### src/rtl/axil2apb_bridge_pkg.sv
// Shared types and constants for the AXI4-Lite to APB4 bridge.
package apb_pkg;

    localparam logic [1:0] AXI_OKAY   = 2'b00;
    localparam logic [1:0] AXI_SLVERR = 2'b10;
    localparam logic [1:0] AXI_DECERR = 2'b11;

    typedef enum logic [1:0] {
        IDLE,
        SETUP,
        ACCESS,
        RESP
    } bridge_state_t;

    function automatic logic inWindow(input logic [31:0] addr,
                                      input logic [31:0] base,
                                      input logic [31:0] mask);
        return (addr & mask) == (base & mask);
    endfunction

endpackage

### src/rtl/axil2apb_bridge_if.sv
// AXI4-Lite slave side and APB4 master side signals of the bridge.
interface axil2apb_bridge_if;

    logic        in_awvalid, in_awready;
    logic [31:0] in_awaddr;
    logic [2:0]  in_awprot;
    logic        in_wvalid, in_wready;
    logic [31:0] in_wdata;
    logic [3:0]  in_wstrb;
    logic        in_bvalid, in_bready;
    logic [1:0]  in_bresp;
    logic        in_arvalid, in_arready;
    logic [31:0] in_araddr;
    logic [2:0]  in_arprot;
    logic        in_rvalid, in_rready;
    logic [31:0] in_rdata;
    logic [1:0]  in_rresp;

    logic [31:0] out_paddr;
    logic [2:0]  out_pprot;
    logic        out_pwrite;
    logic [31:0] out_pwdata;
    logic [3:0]  out_pstrb;
    logic        out_psel, out_penable;
    logic        out_pready;
    logic [31:0] out_prdata;
    logic        out_pslverr;

    // The bridge itself uses the slave view.
    modport slave (
        input  in_awvalid, in_awaddr, in_awprot, in_wvalid, in_wdata, in_wstrb,
        input  in_bready, in_arvalid, in_araddr, in_arprot, in_rready,
        output in_awready, in_wready, in_bvalid, in_bresp,
        output in_arready, in_rvalid, in_rdata, in_rresp,
        output out_paddr, out_pprot, out_pwrite, out_pwdata, out_pstrb,
        output out_psel, out_penable,
        input  out_pready, out_prdata, out_pslverr
    );

    modport master (
        output in_awvalid, in_awaddr, in_awprot, in_wvalid, in_wdata, in_wstrb,
        output in_bready, in_arvalid, in_araddr, in_arprot, in_rready,
        input  in_awready, in_wready, in_bvalid, in_bresp,
        input  in_arready, in_rvalid, in_rdata, in_rresp,
        input  out_paddr, out_pprot, out_pwrite, out_pwdata, out_pstrb,
        input  out_psel, out_penable,
        output out_pready, out_prdata, out_pslverr
    );

endinterface

### src/rtl/axil2apb_bridge.sv
// Single-outstanding AXI4-Lite to APB4 bridge; out-of-window requests answer DECERR locally.
module axil2apb_bridge
    import apb_pkg::*;
#(
    parameter logic [31:0] ADDR_BASE = 32'h1000_0000,
    parameter logic [31:0] ADDR_MASK = 32'hF000_0000
) (
    input  logic             clock,
    input  logic             reset,
    axil2apb_bridge_if.slave bus
);

    bridge_state_t state_q, state_d;
    logic        lastWasWrite_q, lastWasWrite_d;
    logic        isWrite_q, isWrite_d;
    logic [31:0] paddr_q, paddr_d;
    logic [2:0]  pprot_q, pprot_d;
    logic        pwrite_q, pwrite_d;
    logic [31:0] pwdata_q, pwdata_d;
    logic [3:0]  pstrb_q, pstrb_d;
    logic        psel_q, psel_d;
    logic        penable_q, penable_d;
    logic [1:0]  resp_q, resp_d;
    logic [31:0] rdata_q, rdata_d;
    logic        bvalid_q, bvalid_d;
    logic        rvalid_q, rvalid_d;

    logic        wrEligible, rdEligible, grantRead, grantWrite;
    logic        awReady, arReady;
    logic [31:0] reqAddr;
    logic [2:0]  reqProt;

    // Round-robin: a read wins a tie unless the previous grant was also a read.
    assign wrEligible = bus.in_awvalid && bus.in_wvalid;
    assign rdEligible = bus.in_arvalid;
    assign grantRead  = rdEligible && (!wrEligible || lastWasWrite_q);
    assign grantWrite = wrEligible && !grantRead;
    assign reqAddr    = grantWrite ? bus.in_awaddr : bus.in_araddr;
    assign reqProt    = grantWrite ? bus.in_awprot : bus.in_arprot;

    always_ff @(posedge clock or posedge reset) begin
        if (reset) begin
            state_q        <= IDLE;
            lastWasWrite_q <= 1'b1;
            isWrite_q      <= 1'b0;
            paddr_q        <= '0;
            pprot_q        <= '0;
            pwrite_q       <= 1'b0;
            pwdata_q       <= '0;
            pstrb_q        <= '0;
            psel_q         <= 1'b0;
            penable_q      <= 1'b0;
            resp_q         <= AXI_OKAY;
            rdata_q        <= '0;
            bvalid_q       <= 1'b0;
            rvalid_q       <= 1'b0;
        end else begin
            state_q        <= state_d;
            lastWasWrite_q <= lastWasWrite_d;
            isWrite_q      <= isWrite_d;
            paddr_q        <= paddr_d;
            pprot_q        <= pprot_d;
            pwrite_q       <= pwrite_d;
            pwdata_q       <= pwdata_d;
            pstrb_q        <= pstrb_d;
            psel_q         <= psel_d;
            penable_q      <= penable_d;
            resp_q         <= resp_d;
            rdata_q        <= rdata_d;
            bvalid_q       <= bvalid_d;
            rvalid_q       <= rvalid_d;
        end
    end

    always_comb begin
        state_d        = state_q;
        lastWasWrite_d = lastWasWrite_q;
        isWrite_d      = isWrite_q;
        paddr_d        = paddr_q;
        pprot_d        = pprot_q;
        pwrite_d       = pwrite_q;
        pwdata_d       = pwdata_q;
        pstrb_d        = pstrb_q;
        psel_d         = psel_q;
        penable_d      = penable_q;
        resp_d         = resp_q;
        rdata_d        = rdata_q;
        bvalid_d       = bvalid_q;
        rvalid_d       = rvalid_q;
        awReady        = 1'b0;
        arReady        = 1'b0;
        unique case (state_q)
            IDLE: begin
                awReady = grantWrite;
                arReady = grantRead;
                if (grantRead || grantWrite) begin
                    lastWasWrite_d = grantWrite;
                    isWrite_d      = grantWrite;
                    // APB outputs only move for in-window requests so they hold while psel is low.
                    if (inWindow(reqAddr, ADDR_BASE, ADDR_MASK)) begin
                        paddr_d  = reqAddr;
                        pprot_d  = reqProt;
                        pwrite_d = grantWrite;
                        pwdata_d = grantWrite ? bus.in_wdata : 32'h0;
                        pstrb_d  = grantWrite ? bus.in_wstrb : 4'h0;
                        psel_d   = 1'b1;
                        state_d  = SETUP;
                    end else begin
                        resp_d   = AXI_DECERR;
                        bvalid_d = grantWrite;
                        rvalid_d = !grantWrite;
                        state_d  = RESP;
                    end
                end
            end
            SETUP: begin
                penable_d = 1'b1;
                state_d   = ACCESS;
            end
            ACCESS: begin
                if (bus.out_pready) begin
                    psel_d    = 1'b0;
                    penable_d = 1'b0;
                    resp_d    = bus.out_pslverr ? AXI_SLVERR : AXI_OKAY;
                    if (!isWrite_q) rdata_d = bus.out_prdata;
                    bvalid_d  = isWrite_q;
                    rvalid_d  = !isWrite_q;
                    state_d   = RESP;
                end
            end
            RESP: begin
                if ((bvalid_q && bus.in_bready) || (rvalid_q && bus.in_rready)) begin
                    bvalid_d = 1'b0;
                    rvalid_d = 1'b0;
                    state_d  = IDLE;
                end
            end
            default: state_d = IDLE;
        endcase
    end

    // Readies are combinational, so they are masked while reset is held.
    assign bus.in_awready  = awReady && !reset;
    assign bus.in_wready   = awReady && !reset;
    assign bus.in_arready  = arReady && !reset;
    assign bus.in_bvalid   = bvalid_q;
    assign bus.in_bresp    = resp_q;
    assign bus.in_rvalid   = rvalid_q;
    assign bus.in_rdata    = rdata_q;
    assign bus.in_rresp    = resp_q;
    assign bus.out_paddr   = paddr_q;
    assign bus.out_pprot   = pprot_q;
    assign bus.out_pwrite  = pwrite_q;
    assign bus.out_pwdata  = pwdata_q;
    assign bus.out_pstrb   = pstrb_q;
    assign bus.out_psel    = psel_q;
    assign bus.out_penable = penable_q;

endmodule

### src/flat_wrapper.sv
// flat-port wrapper written by rule: the top's interface ports become plain ports
module axil2apb_bridge_flat import apb_pkg::*;
#(
    parameter logic [31:0] ADDR_BASE = 32'h1000_0000,
    parameter logic [31:0] ADDR_MASK = 32'hF000_0000
)
  (clock, reset, bus_in_awvalid, bus_in_awaddr, bus_in_awprot, bus_in_wvalid, bus_in_wdata, bus_in_wstrb, bus_in_bready, bus_in_arvalid, bus_in_araddr, bus_in_arprot, bus_in_rready, bus_in_awready, bus_in_wready, bus_in_bvalid, bus_in_bresp, bus_in_arready, bus_in_rvalid, bus_in_rdata, bus_in_rresp, bus_out_paddr, bus_out_pprot, bus_out_pwrite, bus_out_pwdata, bus_out_pstrb, bus_out_psel, bus_out_penable, bus_out_pready, bus_out_prdata, bus_out_pslverr);
  axil2apb_bridge_if bus_i ();
  input  logic clock;
  input  logic reset;
  input wire logic [$bits(bus_i.in_awvalid)-1:0] bus_in_awvalid;
  input wire logic [$bits(bus_i.in_awaddr)-1:0] bus_in_awaddr;
  input wire logic [$bits(bus_i.in_awprot)-1:0] bus_in_awprot;
  input wire logic [$bits(bus_i.in_wvalid)-1:0] bus_in_wvalid;
  input wire logic [$bits(bus_i.in_wdata)-1:0] bus_in_wdata;
  input wire logic [$bits(bus_i.in_wstrb)-1:0] bus_in_wstrb;
  input wire logic [$bits(bus_i.in_bready)-1:0] bus_in_bready;
  input wire logic [$bits(bus_i.in_arvalid)-1:0] bus_in_arvalid;
  input wire logic [$bits(bus_i.in_araddr)-1:0] bus_in_araddr;
  input wire logic [$bits(bus_i.in_arprot)-1:0] bus_in_arprot;
  input wire logic [$bits(bus_i.in_rready)-1:0] bus_in_rready;
  output wire logic [$bits(bus_i.in_awready)-1:0] bus_in_awready;
  output wire logic [$bits(bus_i.in_wready)-1:0] bus_in_wready;
  output wire logic [$bits(bus_i.in_bvalid)-1:0] bus_in_bvalid;
  output wire logic [$bits(bus_i.in_bresp)-1:0] bus_in_bresp;
  output wire logic [$bits(bus_i.in_arready)-1:0] bus_in_arready;
  output wire logic [$bits(bus_i.in_rvalid)-1:0] bus_in_rvalid;
  output wire logic [$bits(bus_i.in_rdata)-1:0] bus_in_rdata;
  output wire logic [$bits(bus_i.in_rresp)-1:0] bus_in_rresp;
  output wire logic [$bits(bus_i.out_paddr)-1:0] bus_out_paddr;
  output wire logic [$bits(bus_i.out_pprot)-1:0] bus_out_pprot;
  output wire logic [$bits(bus_i.out_pwrite)-1:0] bus_out_pwrite;
  output wire logic [$bits(bus_i.out_pwdata)-1:0] bus_out_pwdata;
  output wire logic [$bits(bus_i.out_pstrb)-1:0] bus_out_pstrb;
  output wire logic [$bits(bus_i.out_psel)-1:0] bus_out_psel;
  output wire logic [$bits(bus_i.out_penable)-1:0] bus_out_penable;
  input wire logic [$bits(bus_i.out_pready)-1:0] bus_out_pready;
  input wire logic [$bits(bus_i.out_prdata)-1:0] bus_out_prdata;
  input wire logic [$bits(bus_i.out_pslverr)-1:0] bus_out_pslverr;
  assign bus_i.in_awvalid = bus_in_awvalid;
  assign bus_i.in_awaddr = bus_in_awaddr;
  assign bus_i.in_awprot = bus_in_awprot;
  assign bus_i.in_wvalid = bus_in_wvalid;
  assign bus_i.in_wdata = bus_in_wdata;
  assign bus_i.in_wstrb = bus_in_wstrb;
  assign bus_i.in_bready = bus_in_bready;
  assign bus_i.in_arvalid = bus_in_arvalid;
  assign bus_i.in_araddr = bus_in_araddr;
  assign bus_i.in_arprot = bus_in_arprot;
  assign bus_i.in_rready = bus_in_rready;
  assign bus_in_awready = bus_i.in_awready;
  assign bus_in_wready = bus_i.in_wready;
  assign bus_in_bvalid = bus_i.in_bvalid;
  assign bus_in_bresp = bus_i.in_bresp;
  assign bus_in_arready = bus_i.in_arready;
  assign bus_in_rvalid = bus_i.in_rvalid;
  assign bus_in_rdata = bus_i.in_rdata;
  assign bus_in_rresp = bus_i.in_rresp;
  assign bus_out_paddr = bus_i.out_paddr;
  assign bus_out_pprot = bus_i.out_pprot;
  assign bus_out_pwrite = bus_i.out_pwrite;
  assign bus_out_pwdata = bus_i.out_pwdata;
  assign bus_out_pstrb = bus_i.out_pstrb;
  assign bus_out_psel = bus_i.out_psel;
  assign bus_out_penable = bus_i.out_penable;
  assign bus_i.out_pready = bus_out_pready;
  assign bus_i.out_prdata = bus_out_prdata;
  assign bus_i.out_pslverr = bus_out_pslverr;
  axil2apb_bridge #(.ADDR_BASE(ADDR_BASE), .ADDR_MASK(ADDR_MASK)) u_core (.clock(clock), .reset(reset), .bus(bus_i));
endmodule
### config.mk
export PLATFORM = sky130hd
export DESIGN_NAME = axil2apb_bridge_flat
export DESIGN_NICKNAME = d
export VERILOG_FILES = /design/src/rtl/axil2apb_bridge_pkg.sv /design/src/rtl/axil2apb_bridge_if.sv /design/src/rtl/axil2apb_bridge.sv /design/src/flat_wrapper.sv
export SDC_FILE = /design/constraint.sdc
export NUM_CORES = 1
export LEC_CHECK = 0
export CAP_MARGIN = 20
export CORE_UTILIZATION = 40
export DETAILED_ROUTE_END_ITERATION = 8
export PLACE_DENSITY = 0.81
export SLEW_MARGIN = 5
export SYNTH_ARGS = -nofsm -noshare
export SYNTH_HDL_FRONTEND = slang
export SYNTH_SLANG_ARGS = --single-unit
### constraint.sdc
create_clock -name clock -period 4.9 [get_ports clock]
set_input_delay 0.49 -clock clock [delete_from_list [all_inputs] [get_ports clock]]
set_output_delay 0.49 -clock clock [all_outputs]
set_load 0.01 [all_outputs]
==> results by group, run 1 <==
Die
  – Die height: 114 µm
  – Chip width: 114 µm
  – IO Pins: 262
  – Die footprint: 0.0130 mm²
  – FP Rows: 40
  – Initial core utilization: 41.4%
  – Total core area: 0.0121 mm²

Placed design
  – Number of port buffers: 261
  – Post-Place Cells: 844
  – Dpl hpwl: 10000 µm
  – DP Area: 0.00766 mm²
  – Routability cong.: 0.761

Global route
  – Met2 GRT Util: 37.3%
  – Vias in the first global route: 4351
  – GRT Residual Overflow: 0
  – Initial antenna violation count: 0
  – First-pass GRT wire length: 21500 µm
  – Largest net degree at the start of global routing: 91
  – Global routing usage on met3: 6.48%
  – GRT Resource Usage Total: 21.7%
  – Layer with the highest usage: met2
  – M1 GR Usage: 24.7%

STA
  – Fmax: 356 MHz
  – Final Hold Fails: 0
  – Period utilisation layout: 57.3%
  – Final hold slack: 0.474 ns
  – Worst-Margin Slew: 0.849 ns
  – Skew final: 0.0105 ns
  – Setup Viol. Count Final: 0
  – Min cycle time layout: 2.81 ns
  – RSZ-0062 raised after global routing: false
  – Final max-slew violation count: 0
  – Worst slew margin: 43.4%
  – Fin Setup TNS: 0 ns

Power
  – Power Density: 505 mW/mm²
  – Maximum VDD drop: 0.176 mV
  – P_leak: 3.61 nW

Run
  – MaxCap Viol Count: 0

Logic synthesis
  – Synth Instances: 442
  – Mapped Avg Cell Area: 11.3 µm²
  – FF+latch count, synth: 114
  – Share of the synthesized area in the top cell type: 56.4%
  – Synth cell types: 37
  – EDFF count, synth: 0
  – Area leader, netlist: dfrtp_1
  – Most frequent cell after synthesis: dfrtp_1
  – Syn_nets: 593
  – Top cells by count, synth: dfrtp_1, nand2_1, mux2_2
  – Synth area leaders: dfrtp_1, nand2_1, mux2_2, mux2i_1, o21ai_2
  – Main synth FF type: dfrtp_1
  – Sequential share of the synthesized area: 56.9%
  – Post-Syn Area: 0.00501 mm²
  – Post-synth ARST share: 100%
  – Synth Warn #: 0

Cells and area
  – Ant. Diodes: 0
  – Nets: 847
  – Share of cells above drive strength 1: 14.6%
  – P&R area growth vs syn: 64.3%
  – Final instance count without filler cells: 875
  – Fin area: 0.00824 mm²

Clock tree
  – # hold bufs at CTS: 0
  – Gates resized, CTS repair: 0
  – Sink Count: 114
  – Root Driver: clkbuf_16
  – Post-CTS Setup Bufs: 0
  – CTS Buf Count: 17
  – TritonCTS clock tree: yes
  – Worst skew pair latency: 0.40 ns
  – CTS clk-pin slew, worst paths: 0.05 ns
  – Clock Path Buffers: 2
  – Htree depth: 4

Worst setup path
  – Critical path class: input pin to output pin
  – CP max FO: 56
  – Worst Path Required: 4.41 ns
  – Worst setup EP type: output pin
  – CP Launch Type: input pin
  – Arr. time, crit path: 2.32 ns

Detailed routing
  – DRT antenna net count: 0
  – Wire length after detailed routing: 13700 µm
  – DR iter-0 viols: 135
  – # DRC: 0
  – Detailed Routing Iterations Pass 1: 5
  – Via count: 4142
  – Via-to-Cell Ratio: 4.73
  – WL/cell: 15.6 µm

Outcome
  – Status: complete, no violations

Hold path
  – Hold Crit Class: register to register
==> cell families after synthesis <==
kind of cell	after synthesis	synth area share, %
and+or+nand+nor	128	10.7
buffers and inverters	37	4.82
DFF	114	56.9
muxes	66	14.0
AOI/OAI and AO/OA	93	12.5
adders and majority gates	4	0.998
==> routing by layer <==
layer | vias to the layer above | routed length [µm] | share of wire [%]
li1 | 2024 | - | -
met1 | 1907 | 5360 | 39
met2 | 184 | 6890 | 50
met3 | 27 | 1060 | 7.7
met4 | 0 | 357 | 2.6
met5 | - | 0 | 0
==> worst max-delay path: stages <==
cell and delay, ns:
clkdlybuf4s50_1 0.45, inv_4 0.51, and3_1 0.29, clkdlybuf4s50_1 0.55
==> registers in the layout, indices dropped and copies added (netlist names), 2 cells and up <==
signal,flops
u_core.bus.out_paddr,32
u_core.bus.in_bresp,2
u_core.bus.out_pwdata,32
u_core.bus.out_pstrb,4
u_core.state_q,2
u_core.bus.out_pprot,3
u_core.bus.in_rdata,32
==> final timing paths <==
check	startpoint	endpoint	slack [ns]	cells past startpoint
max	reset	bus_in_wready	2.09	4
min	u_core.bus.out_paddr[2]	u_core.bus.out_paddr[2]	0.47	2
max reg2reg	u_core.state_q[0]	u_core.bus.out_pprot[2]	2.57	6
min reg2reg	u_core.bus.out_paddr[2]	u_core.bus.out_paddr[2]	0.47	2
max in group asynchronous	reset	u_core.bus.in_rdata[28]	3.08	3
min in group asynchronous	reset	u_core.bus.in_rdata[11]	0.57	2
==> layout by cell type, fill, tap and decap left out, types with 5 or more instances in the layout <==
cell	instances
a21oi_1	6
clkbuf_16	17
clkdlybuf4s50_1	261
clkinv_2	5
dfrtp_1	113
inv_1	5
mux2_2	33
mux2i_1	32
nand2_1	107
nor2_1	5
o21ai_0	16
o21ai_1	28
o21ai_2	26
==> area by class of cell <==
cell class                 instances  area, µm²
sequential                       114       2850
tap                              168        210
clock inverter                     6       55.1
fill                             948       3870
clock buffer                      24        492
inverter                           6       25.0
multi-input combinational        291       1930
timing repair buffer             266       2670
==> through the flow <==
step | util, % | worst slack (ns) | total power [W]
2_1_floorplan | - | 0.890 | 0.00215
3_5_place_dp | 63.3 | 2.04 | 0.00304
4_1_cts | 67.8 | 2.04 | 0.00420
6_report | 68.0 | 2.09 | 0.00416
3_3_place_gp | 63.3 | 2.08 | 0.00297
5_1_grt | 68.0 | 1.93 | 0.00439
==> where the power goes <==
part | switching (W) | internal, W
Sequential | 0.000182 | 0.00127
Combinational | 0.000635 | 0.000934
Clock | 0.000400 | 0.000740
Total | 0.00122 | 0.00294
Power figures use the tool's default switching activity.
==> run 2: changes to the inputs <==
==> constraint.sdc (replaced) <==
create_clock -name clock -period 2.7 [get_ports clock]
set_input_delay 0.27 -clock clock [delete_from_list [all_inputs] [get_ports clock]]
set_output_delay 0.27 -clock clock [all_outputs]
set_load 0.01 [all_outputs]
==> run 2 against run 1 <==
Against the previous run:
- global-route usage is 0.72 points lower
- non-clock buffer count is 1 higher
- cell count is 0.34% higher
- clock skew is 0.0043 ns lower
- sequential power is 81% higher
- sequential share of layout area is 0.29 points lower
- largest cell class unchanged
- highest routed layer unchanged
==> results by group, run 2 (synthesis results as in run 1) <==
Outcome
  – Status: complete, no violations

Die
  – Die height: 114 µm (unchanged)
  – Initial core utilization: 41.4% (unchanged)
  – IO Pins: 262 (unchanged)
  – Total core area: 0.0121 mm² (unchanged)
  – Die footprint: 0.0130 mm² (unchanged)
  – FP Rows: 40 (unchanged)
  – Chip width: 114 µm (unchanged)

Global route
  – Met2 GRT Util: 37.9% (+0.65 points)
  – Initial antenna violation count: 0 (unchanged)
  – Vias in the first global route: 4269 (-1.9%)
  – First-pass GRT wire length: 20900 µm (-3.0%)
  – Layer with the highest usage: met2
  – GRT Resource Usage Total: 21.0% (-0.72 points)
  – M1 GR Usage: 22.8% (-1.8 points)
  – Global routing usage on met3: 6.80% (+0.32 points)
  – Largest net degree at the start of global routing: 83 (-8.8%)
  – GRT Residual Overflow: 0 (unchanged)

Cells and area
  – Share of cells above drive strength 1: 15.2% (+0.64 points)
  – Nets: 848 (+0.12%)
  – Layout fillers: 929 (-2.0%)
  – Fin util: 68.6% (+0.58 points)
  – Area of the multi-input gates: 0.00193 mm² (unchanged)
  – Most frequent cells in the layout: clkdlybuf4s50_1, dfrtp_1, nand2_1
  – Most common cell after layout, fill and taps aside: clkdlybuf4s50_1
  – P&R area growth vs syn: 65.7%
  – Sequential Area: 0.00285 mm² (unchanged)
  – Final instance count without filler cells: 878 (+0.34%)
  – Ant. Diodes: 0 (unchanged)

Detailed routing
  – Detailed Routing Iterations Pass 1: 4 (-1)
  – Via count: 4143 (+0.024%)
  – WL/cell: 15.2 µm (-2.9%)
  – Via-to-Cell Ratio: 4.72 (-0.32%)
  – # DRC: 0 (unchanged)
  – DRT antenna net count: 0 (unchanged)
  – DR iter-0 viols: 144 (+6.7%)
  – Wire length after detailed routing: 13300 µm (-2.5%)

Worst setup path
  – Worst Path Required: 2.43 ns (-1.98 ns)
  – Worst setup EP type: output pin
  – R2R depth: 5 (-1)
  – CP Launch Type: register
  – Worst R2R End: u_core.bus.in_rdata[24]
  – Worst Setup SP: u_core.state_q[0]
  – Arr. time, crit path: 2.18 ns (-0.14 ns)
  – CP max FO: 14 (-75%)
  – R2R Path Start: u_core.state_q[0]
  – Worst R2R Setup Slack: 0.56 ns (-2.01 ns)
  – CP endpoint: bus_in_awready
  – Critical path class: register to output pin

Clock tree
  – # hold bufs at CTS: 0 (unchanged)
  – TritonCTS clock tree: yes
  – Post-CTS Setup Bufs: 0 (unchanged)
  – CTS clk-pin slew, worst paths: 0.06 ns (about the same)
  – CTS Buf Count: 17 (unchanged)
  – Gates resized, CTS repair: 0 (unchanged)
  – Clock Path Buffers: 2 (unchanged)
  – Root Driver: clkbuf_16
  – Htree depth: 4 (unchanged)
  – Worst skew pair latency: 0.40 ns (about the same)
  – Sink Count: 114 (unchanged)

STA
  – Final max-slew violation count: 0 (unchanged)
  – Setup Viol. Count Final: 0 (unchanged)
  – Skew final: 0.00621 ns (-0.00426 ns)
  – Worst slew margin: 49.3% (+5.8 points)
  – Worst-Margin Slew: 0.761 ns (-0.0877 ns)
  – Period utilisation layout: 90.9%
  – Min cycle time layout: 2.45 ns
  – Fmax: 407 MHz
  – RSZ-0062 raised after global routing: false
  – Final Hold Fails: 0 (unchanged)

Power
  – Clk network pwr share: 28.6% (+1.2 points)
  – P_leak: 3.62 nW (+0.25%)
  – Power Density: 924 mW/mm² (+83%)
  – Sw frac: 29.6% (+0.37 points)
  – Comb pwr share: 37.1% (-0.6 points)
  – NetSw: 0.00228 W (+87%)
  – Maximum VDD drop: 0.389 mV (+120%)
  – Sequential share of power: 34.3% (-0.6 points)
  – Internal power: 0.00540 W (+84%)

Placed design
  – Dpl hpwl: 9840 µm (-1.8%)
  – Post-Place Cells: 846 (+0.24%)
  – Routability cong.: 0.802 (+5.5%)
  – Number of port buffers: 261 (unchanged)

Hold path
  – Hold Crit Class: input pin to register
  – Hold path depth: 3 (+1)

Run
  – MaxCap Viol Count: 0 (unchanged)
## run 2: cell type report
| cell class | instances | area share, % |
|---|---|---|
| repair buffers | 267 | 32.4 |
| well taps | 168 | 2.53 |
| multi-input cells | 291 | 23.3 |
| clock buffers | 20 | 5.50 |
| flip-flops and latches | 114 | 34.3 |
| inverters | 6 | 0.316 |
| clock inverters | 12 | 1.61 |
## run 2: worst min-delay path by stage
| stage | start | endpoint | slack [ns] |
|---|---|---|---|
| 4_1_cts | bus_in_wdata[11] | u_core.bus.out_pwdata[11] | 0.39 |
| 5_1_grt | bus_in_wdata[9] | u_core.bus.out_pwdata[9] | 0.40 |
| 2_1_floorplan | bus_in_wstrb[1] | u_core.bus.out_pstrb[1] | 0.40 |
| 3_3_place_gp | u_core.bus.out_paddr[28] | u_core.bus.out_paddr[28] | 0.46 |
| 6_report | bus_in_wdata[11] | u_core.bus.out_pwdata[11] | 0.41 |
| 3_5_place_dp | u_core.bus.out_paddr[10] | u_core.bus.out_paddr[10] | 0.46 |
## run 2: power by group through the flow
stage                     combinational, W  sequential [W]  clock [W]
final                              0.00285         0.00263    0.00220
after global routing               0.00307         0.00270    0.00233
after CTS                          0.00289         0.00264    0.00225
after detailed placement           0.00287         0.00266          0
after global placement             0.00279         0.00263          0
after floorplan                    0.00103         0.00288          0
## run 2: worst max-delay path: stages, from the launching register on
cell	delay [ns]
dfrtp_1	0.42
inv_1	0.10
ha_1	0.43
and3_1	0.29
clkdlybuf4s50_1	0.55
## run 2: layer usage
layer  routed length, µm  up-vias
met5                   0        -
li1                    -     2024
met3                1130       10
met2                6890      175
met1                5160     1934
met4                 142        0
## run 2: stage by stage
step / setup slack [ns] / total power, W / instance area (µm²) / TNS (ns) / hold slack (ns)
floorplan: -0.224 / 0.00391 / 5020 / -0.279 / 0.397
global placement: 0.493 / 0.00542 / 7720 / 0 / 0.456
detailed placement: 0.437 / 0.00553 / 7720 / 0 / 0.465
CTS: 0.215 / 0.00777 / 8310 / 0 / 0.392
global route: 0.138 / 0.00810 / 8310 / 0 / 0.400
finish: 0.245 / 0.00768 / 8310 / 0 / 0.410
==> run 3: changes to the inputs <==
--- a/config.mk
+++ b/config.mk
@@ -6,9 +6,9 @@
 export NUM_CORES = 1
 export LEC_CHECK = 0
 export CAP_MARGIN = 20
-export CORE_UTILIZATION = 40
+export CORE_UTILIZATION = 45
 export DETAILED_ROUTE_END_ITERATION = 8
-export PLACE_DENSITY = 0.81
+export DONT_BUFFER_PORTS = 1
 export SLEW_MARGIN = 5
 export SYNTH_ARGS = -nofsm -noshare
 export SYNTH_HDL_FRONTEND = slang
==> run 3 against run 2 <==
Against the previous run:
- the flow now stops in 4_1_cts
- synthesized cell count unchanged
- area after synthesis did not move
==> results by group, run 3 <==
Die
  – IO Pins: 262 (unchanged)
  – FP Rows: 38 (-5.0%)
  – Chip width: 108 µm (-5.6%)
  – Die height: 108 µm (-5.6%)
  – Initial core utilization: 46.3% (+4.9 points)

Clock tree
  – Clock Path Buffers: 2 (unchanged)
  – Root Driver: clkbuf_8
  – Htree depth: 4 (unchanged)
  – Post-CTS Setup Bufs: 0 (unchanged)
  – Gates resized, CTS repair: 0 (unchanged)
  – CTS Buf Count: 17 (unchanged)
  – # hold bufs at CTS: 120 (+120)
  – Sink Count: 114 (unchanged)

Logic synthesis
  – Synth cell types: 37 (unchanged)
  – Synth area leaders: dfrtp_1, nand2_1, mux2_2, mux2i_1, o21ai_2
  – Synth Warn #: 0 (unchanged)
  – Main synth FF type: dfrtp_1
  – Post-Syn Area: 0.00501 mm² (unchanged)
  – Mapped Avg Cell Area: 11.3 µm² (unchanged)
  – Area leader, netlist: dfrtp_1
  – Most frequent cell after synthesis: dfrtp_1
  – FF+latch count, synth: 114 (unchanged)
  – Top cells by count, synth: dfrtp_1, nand2_1, mux2_2
  – Syn_nets: 593 (unchanged)
  – EDFF count, synth: 0 (unchanged)
  – Post-synth ARST share: 100% (unchanged)
  – Share of the synthesized area in the top cell type: 56.4% (unchanged)
  – Synth Instances: 442 (unchanged)
  – Sequential share of the synthesized area: 56.9% (unchanged)

Outcome
  – Error message: [ERROR RSZ-0060] Max buffer count reached.
  – Stopping stage: 4_1_cts
  – Status: did not finish

Placed design
  – Routability cong.: 0.747 (-6.9%)
  – DP Area: 0.00505 mm² (-35%)
  – Number of port buffers: 0 (-100%)
  – Dpl hpwl: 7840 µm (-20%)
[run 3: cell counts after synthesis]
Identical to the previous run, type by type.
[run 3: metrics by stage]
step / setup slack [ns] / hold slack (ns) / std cells
after floorplan: -0.224 / 0.397 / 442
after global placement: 0.640 / 0.170 / 557
after detailed placement: 0.505 / 0.174 / 557
[run 3: cell families after synthesis]
logic type                 share of synthesized area, %
AOI/OAI and AO/OA                                  12.5
DFF                                                56.9
adders and majority gates                         0.998
muxes                                              14.0
buffers and inverters                              4.82
and+or+nand+nor                                    10.7
==> run 4: changes to the inputs <==
--- a/config.mk
+++ b/config.mk
@@ -6,9 +6,10 @@
 export NUM_CORES = 1
 export LEC_CHECK = 0
 export CAP_MARGIN = 20
-export CORE_UTILIZATION = 45
+export CORE_UTILIZATION = 30
 export DETAILED_ROUTE_END_ITERATION = 8
 export DONT_BUFFER_PORTS = 1
+export PLACE_DENSITY_LB_ADDON = 0.15
 export SLEW_MARGIN = 5
 export SYNTH_ARGS = -nofsm -noshare
 export SYNTH_HDL_FRONTEND = slang
==> run 4 against run 3 <==
Against the previous run:
- the run now ends clean
==> results by group, run 4 (synthesis results as in run 1) <==
Cells and area
  – Ant. Diodes: 0
  – Share of cells above drive strength 1: 20.5%
  – Nets: 655
  – Layout fillers: 1556
  – Final instance count without filler cells: 733
  – Fin util: 39.8%
  – Most frequent cells in the layout: dfrtp_1, nand2_1, dlygate4sd3_1
  – Most common cell after layout, fill and taps aside: dfrtp_1
  – P&R area growth vs syn: 27.9%

Clock tree
  – # hold bufs at CTS: 66 (-45%)
  – Htree depth: 4 (unchanged)
  – Clock Path Buffers: 2 (unchanged)
  – CTS Buf Count: 17 (unchanged)
  – Sink Count: 114 (unchanged)
  – Root Driver: clkbuf_16
  – Gates resized, CTS repair: 0 (unchanged)
  – CTS clk-pin slew, worst paths: 0.05 ns
  – Worst skew pair latency: 0.41 ns
  – TritonCTS clock tree: yes
  – Post-CTS Setup Bufs: 0 (unchanged)

Placed design
  – Number of port buffers: 0 (unchanged)
  – Dpl hpwl: 8320 µm (+6.2%)
  – Post-Place Cells: 634 (+14%)
  – Routability cong.: 0.757 (+1.4%)

Worst setup path
  – R2R Path Start: u_core.state_q[0]
  – Worst R2R End: u_core.bus.in_rdata[24]
  – Worst setup EP type: register
  – Worst R2R Setup Slack: 0.57 ns
  – Worst Path Required: 2.98 ns
  – CP Launch Type: register
  – Largest delay contributor family on the critical path: simple AND/OR/NAND/NOR gates
  – CP max FO: 32
  – CP max-delay cell: or2_2
  – R2R depth: 5
  – Arr. time, crit path: 2.42 ns
  – Slowest stage delay, CP: 0.58 ns
  – Crit-path cells: inv_1 > ha_1 > nand2b_1 > or2_2 > mux2_1
  – Buf/Inv on CP: 1
  – Critical path class: register to register

Die
  – FP Rows: 46 (+21%)
  – Initial core utilization: 31.1% (-15 points)
  – IO Pins: 262 (unchanged)
  – Die footprint: 0.0172 mm²
  – Chip width: 131 µm (+22%)
  – Die height: 131 µm (+22%)
  – Total core area: 0.0161 mm²

Run
  – MaxCap Viol Count: 0

STA
  – Min cycle time layout: 2.13 ns
  – Worst slew margin: 49.5%
  – RSZ-0062 raised after global routing: false
  – Final hold slack: 0.0258 ns
  – Period utilisation layout: 78.9%
  – Setup Viol. Count Final: 0
  – Fin Setup TNS: 0 ns
  – Fmax: 469 MHz
  – Worst-Margin Slew: 0.757 ns
  – Skew final: 0.00425 ns
  – Final max-slew violation count: 0
  – Final Hold Fails: 0

Detailed routing
  – DR iter-0 viols: 126
  – Wire length after detailed routing: 12200 µm
  – WL/cell: 16.7 µm
  – Via count: 3441
  – Via-to-Cell Ratio: 4.69
  – DRT antenna net count: 0
  – Detailed Routing Iterations Pass 1: 4
  – # DRC: 0

Global route
  – GRT Residual Overflow: 0
  – Met2 GRT Util: 23.7%
  – Vias in the first global route: 3573
  – Initial antenna violation count: 0
  – Layer with the highest usage: met2
  – First-pass GRT wire length: 19400 µm
  – Global routing usage on met3: 6.98%
  – M1 GR Usage: 17.0%
  – Largest net degree at the start of global routing: 101
  – GRT Resource Usage Total: 14.7%

Power
  – Maximum VDD drop: 0.415 mV
  – Power Density: 1010 mW/mm²
  – P_leak: 2.92 nW

Hold path
  – Endpoint, Worst Hold: u_core.bus.out_pwdata[2]
  – Hold path depth: 2
  – Min-Delay Startpoint: bus_in_wdata[2]
  – Hold Crit Class: input pin to register

Outcome
  – Status: complete, no violations
[run 4: metal layers]
metal | vias up | wire length (µm)
li1 | 1643 | -
met3 | 13 | 1060
met1 | 1624 | 5040
met5 | - | 0
met4 | 0 | 169
met2 | 161 | 5950
[run 4: where the power goes]
group / switching, W / total [W] / internal, W
clock: 0.000767 / 0.00220 / 0.00143
sequential: 0.000712 / 0.00301 / 0.00230
combinational: 0.000589 / 0.00124 / 0.000655
[run 4: final cells by class]
class	count	area [µm²]	share of cell area, %
Timing Repair Buffer	74	748	11.7
Inverter	6	26.3	0.410
Clock buffer	24	482	7.51
Clock inverter	8	103	1.60
Multi-Input combinational cell	291	1930	30.1
Sequential cell	114	2850	44.5
Tap cell	216	270	4.21
[run 4: worst max-delay path by stage]
stage	from	to	slack (ns)	cells past startpoint
finish	u_core.state_q[0]	u_core.bus.in_rdata[24]	0.57	5
CTS	u_core.state_q[0]	u_core.bus.in_rdata[24]	0.60	5
detailed placement	u_core.state_q[0]	u_core.bus.in_rdata[24]	0.61	5
global route	u_core.state_q[0]	u_core.bus.in_rdata[24]	0.42	5
floorplan	reset	bus_in_wready	-0.22	3
global placement	u_core.state_q[0]	u_core.bus.in_rdata[24]	0.65	5
[run 4: stage by stage]
stage | setup WS (ns) | total power (W) | cell area [µm²]
after global routing | 0.420 | 0.00685 | 6420
after global placement | 0.655 | 0.00417 | 5160
after floorplan | -0.224 | 0.00391 | 5020
after CTS | 0.596 | 0.00656 | 6410
after detailed placement | 0.606 | 0.00423 | 5160
final | 0.569 | 0.00646 | 6420
